### config.mk
export PLATFORM = sky130hd
export DESIGN_NAME = circular_dma_burst_ctrl
export DESIGN_NICKNAME = d
export VERILOG_FILES = /design/src/rtl/circular_dma_pkg.sv /design/src/rtl/circular_dma_burst_limit.sv /design/src/rtl/circular_dma_burst_ctrl.sv
export SDC_FILE = /design/constraint.sdc
export NUM_CORES = 1
export LEC_CHECK = 0
export ABC_CLOCK_PERIOD_IN_PS = 11570
export BUFFER_PORTS_ARGS = -buffer_cell sky130_fd_sc_hd__buf_2
export CAP_MARGIN = 40
export CORE_ASPECT_RATIO = 0.5
export CORE_MARGIN = 2
export CORE_UTILIZATION = 40
export DETAILED_ROUTE_END_ITERATION = 10
export GPL_TIMING_DRIVEN = 0
export PLACE_DENSITY = 0.69
export SYNTH_ARGS = -nofsm -noshare
export SYNTH_HDL_FRONTEND = slang
export SYNTH_SLANG_ARGS = --single-unit
### constraint.sdc
create_clock -name clk -period 11.57 [get_ports clk]
set_clock_uncertainty 0.15 [all_clocks]
set_input_delay 0.5785 -clock clk [delete_from_list [all_inputs] [get_ports clk]]
set_output_delay 0.5785 -clock clk [all_outputs]
set_load 0.05 [all_outputs]
### src/rtl/circular_dma_pkg.sv
// Shared types and constants for the circular DMA burst controller.
package circular_dma_pkg;

  typedef enum logic [1:0] {
    ST_IDLE   = 2'd0,
    ST_ACTIVE = 2'd1,
    ST_FLUSH  = 2'd2,
    ST_DONE   = 2'd3
  } state_e;

  // Bursts must never straddle a 4 KiB address page.
  localparam int C_PAGE_BYTES = 4096;

endpackage

### src/rtl/circular_dma_burst_limit.sv
// Largest burst (in beats) that may start at cmd_off without exceeding the
// burst cap, the ring end, the next 4 KiB page or the free space in the ring.
module circular_dma_burst_limit
  import circular_dma_pkg::*;
#(
  parameter int C_AXIS_WIDTH = 64,
  parameter int C_ADDR_WIDTH = 32,
  parameter int C_MAX_BURST  = 16
) (
  input  logic [C_ADDR_WIDTH-1:0]            base_i,
  input  logic [C_ADDR_WIDTH-1:0]            size_i,
  input  logic [C_ADDR_WIDTH-1:0]            cmd_off_i,
  input  logic [C_ADDR_WIDTH-1:0]            rd_ptr_i,
  output logic [$clog2(C_MAX_BURST+1)-1:0]   limit_o
);

  localparam int                    BSH       = $clog2(C_AXIS_WIDTH / 8);
  localparam int                    LW        = $clog2(C_MAX_BURST + 1);
  localparam logic [C_ADDR_WIDTH-1:0] ONE_A     = C_ADDR_WIDTH'(1);
  localparam logic [C_ADDR_WIDTH-1:0] PAGE_A    = C_ADDR_WIDTH'(C_PAGE_BYTES);
  localparam logic [C_ADDR_WIDTH-1:0] PAGE_MASK = C_ADDR_WIDTH'(C_PAGE_BYTES - 1);
  localparam logic [C_ADDR_WIDTH-1:0] MAXB_A    = C_ADDR_WIDTH'(C_MAX_BURST);

  logic [C_ADDR_WIDTH-1:0] used;
  logic [C_ADDR_WIDTH-1:0] free_beats;
  logic [C_ADDR_WIDTH-1:0] ring_beats;
  logic [C_ADDR_WIDTH-1:0] page_off;
  logic [C_ADDR_WIDTH-1:0] page_beats;
  logic [C_ADDR_WIDTH-1:0] lim;

  // Minimum of the four bounds; one beat of ring space is always held back
  // so a full ring is never confused with an empty one.
  always_comb begin
    used = cmd_off_i - rd_ptr_i;
    if (cmd_off_i < rd_ptr_i) used = used + size_i;
    free_beats = (size_i - used) >> BSH;
    if (free_beats != '0) free_beats = free_beats - ONE_A;
    ring_beats = (size_i - cmd_off_i) >> BSH;
    page_off   = (base_i + cmd_off_i) & PAGE_MASK;
    page_beats = (PAGE_A - page_off) >> BSH;
    lim = MAXB_A;
    if (ring_beats < lim) lim = ring_beats;
    if (page_beats < lim) lim = page_beats;
    if (free_beats < lim) lim = free_beats;
    limit_o = LW'(lim);
  end

endmodule

### src/rtl/circular_dma_burst_ctrl.sv
// Circular-ring DMA write controller: sizes bursts from FIFO occupancy and
// ring space, keeps one command in flight and tracks the committed pointer.
module circular_dma_burst_ctrl
  import circular_dma_pkg::*;
#(
  parameter int C_AXIS_WIDTH = 64,
  parameter int C_ADDR_WIDTH = 32,
  parameter int C_MAX_BURST  = 16
) (
  input  logic                              clk,
  input  logic                              rst_n,
  input  logic                              enable,
  input  logic                              stop_req,
  input  logic [C_ADDR_WIDTH-1:0]           mem_base,
  input  logic [C_ADDR_WIDTH-1:0]           mem_size,
  input  logic [C_ADDR_WIDTH-1:0]           mem_rd_ptr,
  output logic                              fifo_enable,
  output logic                              fifo_flush_req,
  input  logic                              fifo_ready,
  input  logic                              fifo_flush_active,
  input  logic                              fifo_flush_ack,
  input  logic [$clog2(C_MAX_BURST+1)-1:0]  fifo_occupancy,
  input  logic                              fifo_beat,
  output logic [C_ADDR_WIDTH-1:0]           cmd_addr,
  output logic [7:0]                        cmd_len,
  output logic                              cmd_valid,
  input  logic                              cmd_ready,
  output logic [C_ADDR_WIDTH-1:0]           wr_ptr,
  output logic                              stopped
);

  localparam int                      LW       = $clog2(C_MAX_BURST + 1);
  localparam int                      BSH      = $clog2(C_AXIS_WIDTH / 8);
  localparam logic [C_ADDR_WIDTH-1:0] ONE_A    = C_ADDR_WIDTH'(1);
  localparam logic [C_ADDR_WIDTH-1:0] BPB_A    = C_ADDR_WIDTH'(C_AXIS_WIDTH / 8);
  localparam logic [LW-1:0]           OCC_FULL = LW'(C_MAX_BURST);

  state_e                  state_q, state_d;
  logic [C_ADDR_WIDTH-1:0] base_q, base_d;
  logic [C_ADDR_WIDTH-1:0] size_q, size_d;
  logic [C_ADDR_WIDTH-1:0] cmd_off_q, cmd_off_d;
  logic [C_ADDR_WIDTH-1:0] wr_ptr_q, wr_ptr_d;
  logic [8:0]              pending_q, pending_d;
  logic                    cmd_valid_q, cmd_valid_d;
  logic [C_ADDR_WIDTH-1:0] cmd_addr_q, cmd_addr_d;
  logic [7:0]              cmd_len_q, cmd_len_d;

  logic [LW-1:0]           limit;
  logic [LW-1:0]           beats;
  logic [C_ADDR_WIDTH-1:0] next_off;
  logic [C_ADDR_WIDTH-1:0] next_wr;
  logic                    short_ok;
  logic                    occ_ok;
  logic                    issue;

  circular_dma_burst_limit #(
    .C_AXIS_WIDTH (C_AXIS_WIDTH),
    .C_ADDR_WIDTH (C_ADDR_WIDTH),
    .C_MAX_BURST  (C_MAX_BURST)
  ) u_limit (
    .base_i    (base_q),
    .size_i    (size_q),
    .cmd_off_i (cmd_off_q),
    .rd_ptr_i  (mem_rd_ptr),
    .limit_o   (limit)
  );

  // Next-state, command issue, handshake and beat accounting; enable=0 wins.
  always_comb begin
    state_d     = state_q;
    base_d      = base_q;
    size_d      = size_q;
    cmd_off_d   = cmd_off_q;
    wr_ptr_d    = wr_ptr_q;
    pending_d   = pending_q;
    cmd_valid_d = cmd_valid_q;
    cmd_addr_d  = cmd_addr_q;
    cmd_len_d   = cmd_len_q;

    next_off = cmd_off_q + ((C_ADDR_WIDTH'(cmd_len_q) + ONE_A) << BSH);
    next_wr  = wr_ptr_q + BPB_A;
    short_ok = (state_q == ST_FLUSH) && fifo_flush_active;
    occ_ok   = short_ok ? (fifo_occupancy != '0) : (fifo_occupancy == OCC_FULL);
    beats    = (short_ok && (fifo_occupancy < limit)) ? fifo_occupancy : limit;
    issue    = ((state_q == ST_ACTIVE) || (state_q == ST_FLUSH)) && fifo_ready &&
               occ_ok && (limit != '0) && (pending_q == '0) && !cmd_valid_q;

    unique case (state_q)
      ST_IDLE: begin
        if (enable) begin
          state_d   = ST_ACTIVE;
          base_d    = mem_base;
          size_d    = mem_size;
          cmd_off_d = '0;
          wr_ptr_d  = '0;
          pending_d = '0;
        end
      end
      ST_ACTIVE: if (stop_req) state_d = ST_FLUSH;
      ST_FLUSH: begin
        if (fifo_flush_ack && (pending_q == '0) && !cmd_valid_q) state_d = ST_DONE;
      end
      default: ;
    endcase

    if (issue) begin
      cmd_valid_d = 1'b1;
      cmd_addr_d  = base_q + cmd_off_q;
      cmd_len_d   = 8'(beats) - 8'd1;
    end

    if (cmd_valid_q && cmd_ready) begin
      cmd_valid_d = 1'b0;
      pending_d   = 9'(cmd_len_q) + 9'd1;
      cmd_off_d   = (next_off >= size_q) ? '0 : next_off;
    end else if (fifo_beat && (pending_q != '0)) begin
      pending_d = pending_q - 9'd1;
      wr_ptr_d  = (next_wr >= size_q) ? '0 : next_wr;
    end

    if (!enable) begin
      state_d     = ST_IDLE;
      cmd_valid_d = 1'b0;
      pending_d   = '0;
    end
  end

  // State register.
  always_ff @(posedge clk) begin
    if (!rst_n) state_q <= ST_IDLE;
    else        state_q <= state_d;
  end

  // Datapath registers.
  always_ff @(posedge clk) begin
    if (!rst_n) begin
      base_q      <= '0;
      size_q      <= '0;
      cmd_off_q   <= '0;
      wr_ptr_q    <= '0;
      pending_q   <= '0;
      cmd_valid_q <= 1'b0;
      cmd_addr_q  <= '0;
      cmd_len_q   <= '0;
    end else begin
      base_q      <= base_d;
      size_q      <= size_d;
      cmd_off_q   <= cmd_off_d;
      wr_ptr_q    <= wr_ptr_d;
      pending_q   <= pending_d;
      cmd_valid_q <= cmd_valid_d;
      cmd_addr_q  <= cmd_addr_d;
      cmd_len_q   <= cmd_len_d;
    end
  end

  assign fifo_enable    = (state_q != ST_IDLE);
  assign fifo_flush_req = (state_q == ST_FLUSH) || (state_q == ST_DONE);
  assign stopped        = (state_q == ST_DONE);
  assign cmd_valid      = cmd_valid_q;
  assign cmd_addr       = cmd_addr_q;
  assign cmd_len        = cmd_len_q;
  assign wr_ptr         = wr_ptr_q;

endmodule

== Yosys cells after proc, flatten, opt, wreduce, memory -nomap -nowiden ==
Cells that the tools add are included.
Word-level totals
  bits in registers: 180
  latch bits: 0
  memory bits (writable): 0
  ROM bits: 0
  memories kept: 0
Cells by class
  $add $sub $neg: 13
  multipliers: 0
  div/mod/pow operators: 0
  order comparisons: 7
  eq/ne operators: 6
  shift operators: 0
  muxes and demuxes: 22
  bitwise logic cells: 2
  reduce and logical (&&, ||, !) cells: 30
Operators with widths (count)
  32-bit 2-to-1 mux: 11
  32-bit subtractor: 3
  32-bit adder: 2
  32-bit >= comparator: 2
  32-bit less-than comparator: 2
  29-bit 2-to-1 mux: 2
  32-bit by 12-bit adder with 32-bit output: 1
  32-bit by 4-bit adder with 32-bit output, second input constant: 1
  29-bit by 32-bit less-than comparator with 1-bit output: 1
  32-bit nonzero test: 1
  29-bit by 1-bit subtractor with 30-bit output, second input constant: 1
  29-bit by 5-bit less-than comparator with 1-bit output, second input constant: 1
  9-bit 2-to-1 mux: 3
  8-bit by 1-bit adder with 9-bit output, second input constant: 2
  13-bit by 12-bit subtractor with 14-bit output, first input constant: 1
  1-bit logical AND: 11
  5-bit 2-to-1 mux: 2
  5-bit nonzero test: 2
  9-bit zero test: 1
  9-bit nonzero test: 1
  9-bit by 1-bit subtractor with 9-bit output, second input constant: 1
  2-bit one-hot mux with 3 select lines: 1
  2-bit AND reduction: 3
  2-bit nonzero test: 3
  other kinds (16): 21

== Longest topological paths before layout ==
  depth in word-level cells: 12
  depth in mapped cells: 71
  depth with buffers taken out: 68

== Hierarchy ==
Synthesis repeated with hierarchy kept, for this count alone.
Second synthesis, totals
  cell total of the unflattened synthesis: 2842
  area total of the unflattened synthesis: 21114.0 µm²
Modules (own cells, without submodules)
  circular_dma_burst_ctrl: times used 1, cells an instance 1392, area each 11109.4 µm², sequential area each 3503.4 µm²
  circular_dma_burst_limit: times used 1, cells an instance 1450, area each 10004.6 µm², sequential area each 0.0 µm²

== Least setup slack after synthesis ==
No wires, ideal clock.
  kind: in2reg
  from: input port mem_rd_ptr[4]
  to: register cmd_len_q[4], in the netlist cmd_len[4]
  library setup time: 132 ps
  arrival time: 11577 ps
  required time: 11288 ps
  slack: -289 ps
  stages: 65
  buffers on the path: 3
  cell sequence: inv_1 -> ha_1 -> o21ai_1 -> a211oi_1 -> or2_2 -> a31oi_1 -> nor2b_1 -> o21ai_0 -> nand2b_1 -> a21o_1 -> a21oi_1 -> xnor2_1 -> ha_1 -> and3_1 -> a21oi_1 -> o21ai_0 -> o221ai_1 -> o211ai_1 -> (+29 left out) -> o211ai_1 -> a41oi_1 -> o21a_1 -> o21a_1 -> buf_2 -> mux2i_1 -> inv_1 -> ha_1 -> and2_1 -> o211ai_1 -> o211ai_1 -> a211oi_4 -> mux2i_1 -> ha_1 -> nand2b_1 -> xnor2_1 -> o211ai_1 -> a21oi_1
Between the ends
  longest elaborated chain between the ends: 12
RTL lines
  start, declared: line circular_dma_burst_ctrl.sv:16  | input logic [C_ADDR_WIDTH-1:0] mem_rd_ptr,
  32-bit subtractor: line circular_dma_burst_limit.sv:34  | used = cmd_off_i - rd_ptr_i;
  32-bit adder: line circular_dma_burst_limit.sv:35  | if (cmd_off_i < rd_ptr_i) used = used + size_i;
  32-bit 2-to-1 mux *: line circular_dma_burst_limit.sv:35
  32-bit subtractor *: line circular_dma_burst_limit.sv:36  | free_beats = (size_i - used) >> BSH;
  29-bit by 1-bit subtractor with 30-bit output / 32-bit nonzero test (equally long branches): line circular_dma_burst_limit.sv:37  | if (free_beats != '0) free_beats = free_beats - ONE_A;
  32-bit 2-to-1 mux *: line circular_dma_burst_limit.sv:37
  32-bit less-than comparator: line circular_dma_burst_limit.sv:44  | if (free_beats < lim) lim = free_beats;
  5-bit 2-to-1 mux *: line circular_dma_burst_limit.sv:44
  5-bit less-than comparator / 5-bit nonzero test (equally long branches): line circular_dma_burst_ctrl.sv:84, circular_dma_burst_ctrl.sv:86
  1-bit logical AND (on tied branches): line circular_dma_burst_ctrl.sv:84, circular_dma_burst_ctrl.sv:86
  5-bit 2-to-1 mux / 1-bit logical AND (equally long branches): line circular_dma_burst_ctrl.sv:84, circular_dma_burst_ctrl.sv:86
  5-bit by 1-bit subtractor with 6-bit output / 1-bit logical AND (equally long branches): line circular_dma_burst_ctrl.sv:109, circular_dma_burst_ctrl.sv:86
  end signal, assigned: line circular_dma_burst_ctrl.sv:153  | cmd_len_q <= cmd_len_d;
  end, declared: line circular_dma_burst_ctrl.sv:46  | logic [7:0] cmd_len_q, cmd_len_d;
Mark *: on every way between the ends. The rest lies on a longest branch, timed or not.
A chain may end at the register's enable or synchronous reset.

== Worst setup path in the final report ==
  from: register cmd_off_q[3]
  to: register cmd_len_q[4], in the netlist cmd_len[4]
Between the ends
  longest elaborated chain between the ends: 12
RTL lines
  start, declared: line circular_dma_burst_ctrl.sv:41  | logic [C_ADDR_WIDTH-1:0] cmd_off_q, cmd_off_d;
  start signal, assigned: line circular_dma_burst_ctrl.sv:148  | cmd_off_q <= cmd_off_d;
  32-bit subtractor: line circular_dma_burst_limit.sv:34
  32-bit adder: line circular_dma_burst_limit.sv:35
  32-bit 2-to-1 mux: line circular_dma_burst_limit.sv:35
  32-bit subtractor: line circular_dma_burst_limit.sv:36
  29-bit by 1-bit subtractor with 30-bit output / 32-bit nonzero test (equally long branches): line circular_dma_burst_limit.sv:37
  32-bit 2-to-1 mux: line circular_dma_burst_limit.sv:37
  32-bit less-than comparator: line circular_dma_burst_limit.sv:44
  5-bit 2-to-1 mux *: line circular_dma_burst_limit.sv:44
  5-bit less-than comparator / 5-bit nonzero test (equally long branches): line circular_dma_burst_ctrl.sv:84, circular_dma_burst_ctrl.sv:86
  1-bit logical AND (on tied branches): line circular_dma_burst_ctrl.sv:84, circular_dma_burst_ctrl.sv:86
  5-bit 2-to-1 mux / 1-bit logical AND (equally long branches): line circular_dma_burst_ctrl.sv:84, circular_dma_burst_ctrl.sv:86
  5-bit by 1-bit subtractor with 6-bit output / 1-bit logical AND (equally long branches): line circular_dma_burst_ctrl.sv:109, circular_dma_burst_ctrl.sv:86
Marked as above.

==> flow_summary_export.csv <==
group,metric,value,unit
clocking,hold_buffers,0,
synth,ys_types,97,
worst_setup_path,worstPathArrival,12200,ps
placed_design,gp_congestion,0.987,
synth,async_flop_share,0,
synth,synth_most_common_cell,"nand2_1",
min_path,holdPathStages,3,
finish,fillers,4574,
synth,ys_ff_latch,175,
sta,holdWs,219,ps
power_and_ir_drop,power_density,118,nW/µm²
clocking,cts_root_buf,"clkbuf_16",
worst_setup_path,crit_path_end_kind,"flop",
synth,yosys.area.top_type,"dfxtp_1",
finish,syn_to_final_growth,20.9,%
synth,yosys.area.top_type_share,0.182,
power_and_ir_drop,seq_power_share,0.237,
routing,routed_wl,69400,µm
global_routing,grt_pass1_vias,18800,
die,row_count,56,
routing,drt_iter0_markers,2252,
sta,finalSetupTns,-796,ps
global_routing,grtUsageTotal,0.262,
clocking,clock_sinks,175,
synth,ys_top_cells_by_count,"nand2_1, a21oi_1, ha_1",
worst_setup_path,ff2ff_path_depth,62,
power_and_ir_drop,swShare,0.436,
die,core_area,47200,µm²
sta,fmax,0.0830,GHz
sta,slew_headroom,0.441,
clocking,cts_buffer_depth,2,
clocking,cts_tree,"built",
worst_setup_path,setup.worst_path.class,"reg -> reg",
sta,setup-violations-final,4,
power_and_ir_drop,p_sw,1.20,mW
run_status,violations,"negative setup slack",
finish,fin_nets,3304,
placed_design,hpwl,54900,µm
worst_setup_path,worstPathRequired,11710,ps
sta,worstMarginPinSlew,831,ps
synth,synth_edf_count,0,
synth,ys.flop_type,"dfxtp_1",
power_and_ir_drop,power_frac_clock,0.218,
sta,rsz0062_at_grt,"yes",
die,die_w,314,µm
power_and_ir_drop,p_int,1.56,mW
worst_setup_path,reg2reg_from,"cmd_off_q[3]",
clocking,cts_buffers,17,
worst_setup_path,start_kind,"flop",
placed_design,pre_cts_ws,-2290,ps
power_and_ir_drop,ir_drop,88.3,µV
routing,wire_per_inst,19.4,µm
finish,antenna_cells,0,
sta,hold_violations,0,
worst_setup_path,rr_endpoint,"cmd_len[4]",
job,maxCapViolations,0,
routing,vias,20800,
sta,period_share,1.04,
routing,drc,0,
clocking,cts.clk_slew.worst_paths,80,ps
routing,viasPerCell,5.83,
worst_setup_path,crit_fanout,8,
sta,worst_slack,-485,ps
finish,drive_gt1_frac,0.173,
global_routing,gr-total-overflow,0,
worst_setup_path,slowest_stage,"ha_1",
power_and_ir_drop,leakage,10.7,nW
run_status,status,"complete, but fails checks",
synth,syn_avg_cell_area,7.38,µm²
worst_setup_path,crit_end,"cmd_len[4]",
worst_setup_path,critical-path-max-stage-delay,400,ps
worst_setup_path,startpoint,"cmd_off_q[3]",
synth,synth-warning-count,0,
placed_design,io_buffers,185,
sta,slew_viol_final,0,
die,initial_core_util,0.408,
worst_setup_path,rrSetupSlack,-490,ps
die,io_pins,186,
routing,detail-route-antenna-nets,0,
die,die_h,159,µm
synth,netlist_instances,2610,
power_and_ir_drop,pwr-share-comb,0.545,
synth,synthTopCellsByArea,"dfxtp_1, ha_1, a21oi_1",
synth,syn_area,19300,µm²
global_routing,grt_max_degree,17,
sta,min_period,12060,ps
global_routing,antenna_found_initial,1,
clocking,clk_latency,440,ps
min_path,hp-class,"in -> reg",
routing,first_pass_iters,6,
clocking,htreeDepth,4,
die,die_area,50000,µm²
global_routing,grt_pass1_wl,104000,µm
synth,yosysSeqAreaShare,0.182,
-- timing repair --
item,CTS,global route
cloned,0,0
buffers inserted,62,33
setup endpoints to repair,39,39
gates resized for setup,101,97
pin swaps,73,75
-- worst max-delay path: cells and delay by family, from the launching register on --
| kind | cells | cell delay [ps] |
|---|---|---|
| multiplexers | 3 | 710 |
| XOR/XNOR | 3 | 470 |
| AND/OR/NAND/NOR | 19 | 2750 |
| flip-flops | 1 | 390 |
| AO/OA/AOI/OAI | 28 | 5390 |
| adder cells (fa/ha/maj) | 6 | 1660 |
| buffers and inverters | 3 | 360 |
-- cells by family (layout without fill, tap and decap cells) --
| group | Yosys count | in the layout | synth area share |
|---|---|---|---|
| adder cells (fa/ha/maj) | 267 | 267 | 0.174 |
| other | 1 | 24 | 0.000195 |
| XOR/XNOR | 189 | 189 | 0.0859 |
| AO/OA/AOI/OAI | 774 | 774 | 0.261 |
| AND/OR/NAND/NOR | 918 | 918 | 0.230 |
| multiplexers | 24 | 24 | 0.0128 |
| buffers and inverters | 262 | 569 | 0.0540 |
| flip-flops | 175 | 175 | 0.182 |
-- power by group through the flow --
stage	Clock, mW	Sequential (mW)	Combinational [mW]
finish	0.602	0.653	1.50
global route	0.631	0.653	1.64
global placement	0	0.665	1.24
CTS	0.606	0.650	1.40
floorplan	0	0.653	0.930
detailed placement	0	0.665	1.26
-- flip-flops by register name (all words and copies together), names as in the netlist --
register / flops
base_q: 32
cmd_addr: 32
cmd_len: 6
cmd_off_q: 29
cmd_valid: 1
pending_q: 9
size_q: 32
state_q: 2
wr_ptr: 32
-- metal layers --
layer / part of all wire / vias up / track usage
met5: 0 / - / 0
met4: 0.035 / 0 / 0.0844
met3: 0.070 / 134 / 0.0296
met2: 0.44 / 786 / 0.412
met1: 0.46 / 9890 / 0.373
li1: - / 10000 / -
-- per-stage QoR --
| step | total power, mW | instance area (µm²) | util | std cells |
|---|---|---|---|---|
| floorplan | 1.58 | 19400 | - | 2633 |
| global placement | 1.90 | 21100 | 0.448 | 3456 |
| detailed placement | 1.92 | 21200 | 0.448 | 3459 |
| CTS | 2.65 | 22600 | 0.479 | 3550 |
| global route | 2.92 | 23300 | 0.493 | 3578 |
| finish | 2.76 | 23300 | 0.493 | 3578 |
-- layout make-up --
class / count / area (µm²) / area share
Multi-Input combinational cell: 2196 / 15700 / 0.672
Buffer: 87 / 395 / 0.0170
Sequential cell: 175 / 3530 / 0.152
Tap cell: 638 / 798 / 0.0343
Timing Repair Buffer: 279 / 1670 / 0.0718
Clock buffer: 19 / 433 / 0.0186
Inverter: 171 / 642 / 0.0276
Clock inverter: 13 / 153 / 0.00655
-- layout by cell type, fill, tap and decap left out, types with 22 or more instances in the layout --
cell        n
nand2_1   281
a21oi_1   249
ha_1      245
nor2_1    210
buf_2     194
inv_1     167
dfxtp_1   165
xnor2_1   116
buf_4      89
a21o_1     88
o21ai_0    78
nand3_1    72
xor2_1     65
clkbuf_1   64
nor3_1     54
a31oi_1    49
and3_1     45
nand2b_1   40
nor2b_1    36
a22oi_1    33
nand4_1    29
and2_1     28
o21a_1     26
a211oi_1   25
o211ai_1   25
conb_1     24
a21oi_2    22
-- how the worst min path moves through the flow --
stage	startpoint	endpoint	slack, ps
detailed placement	cmd_addr[2]	cmd_addr[2]	300
global placement	cmd_addr[2]	cmd_addr[2]	290
CTS	mem_size[13]	size_q[13]	210
floorplan	base_q[10]	base_q[10]	290
finish	mem_base[27]	base_q[27]	220
global route	mem_size[21]	size_q[21]	220
Note: power is estimated with default switching activity, not from simulation.
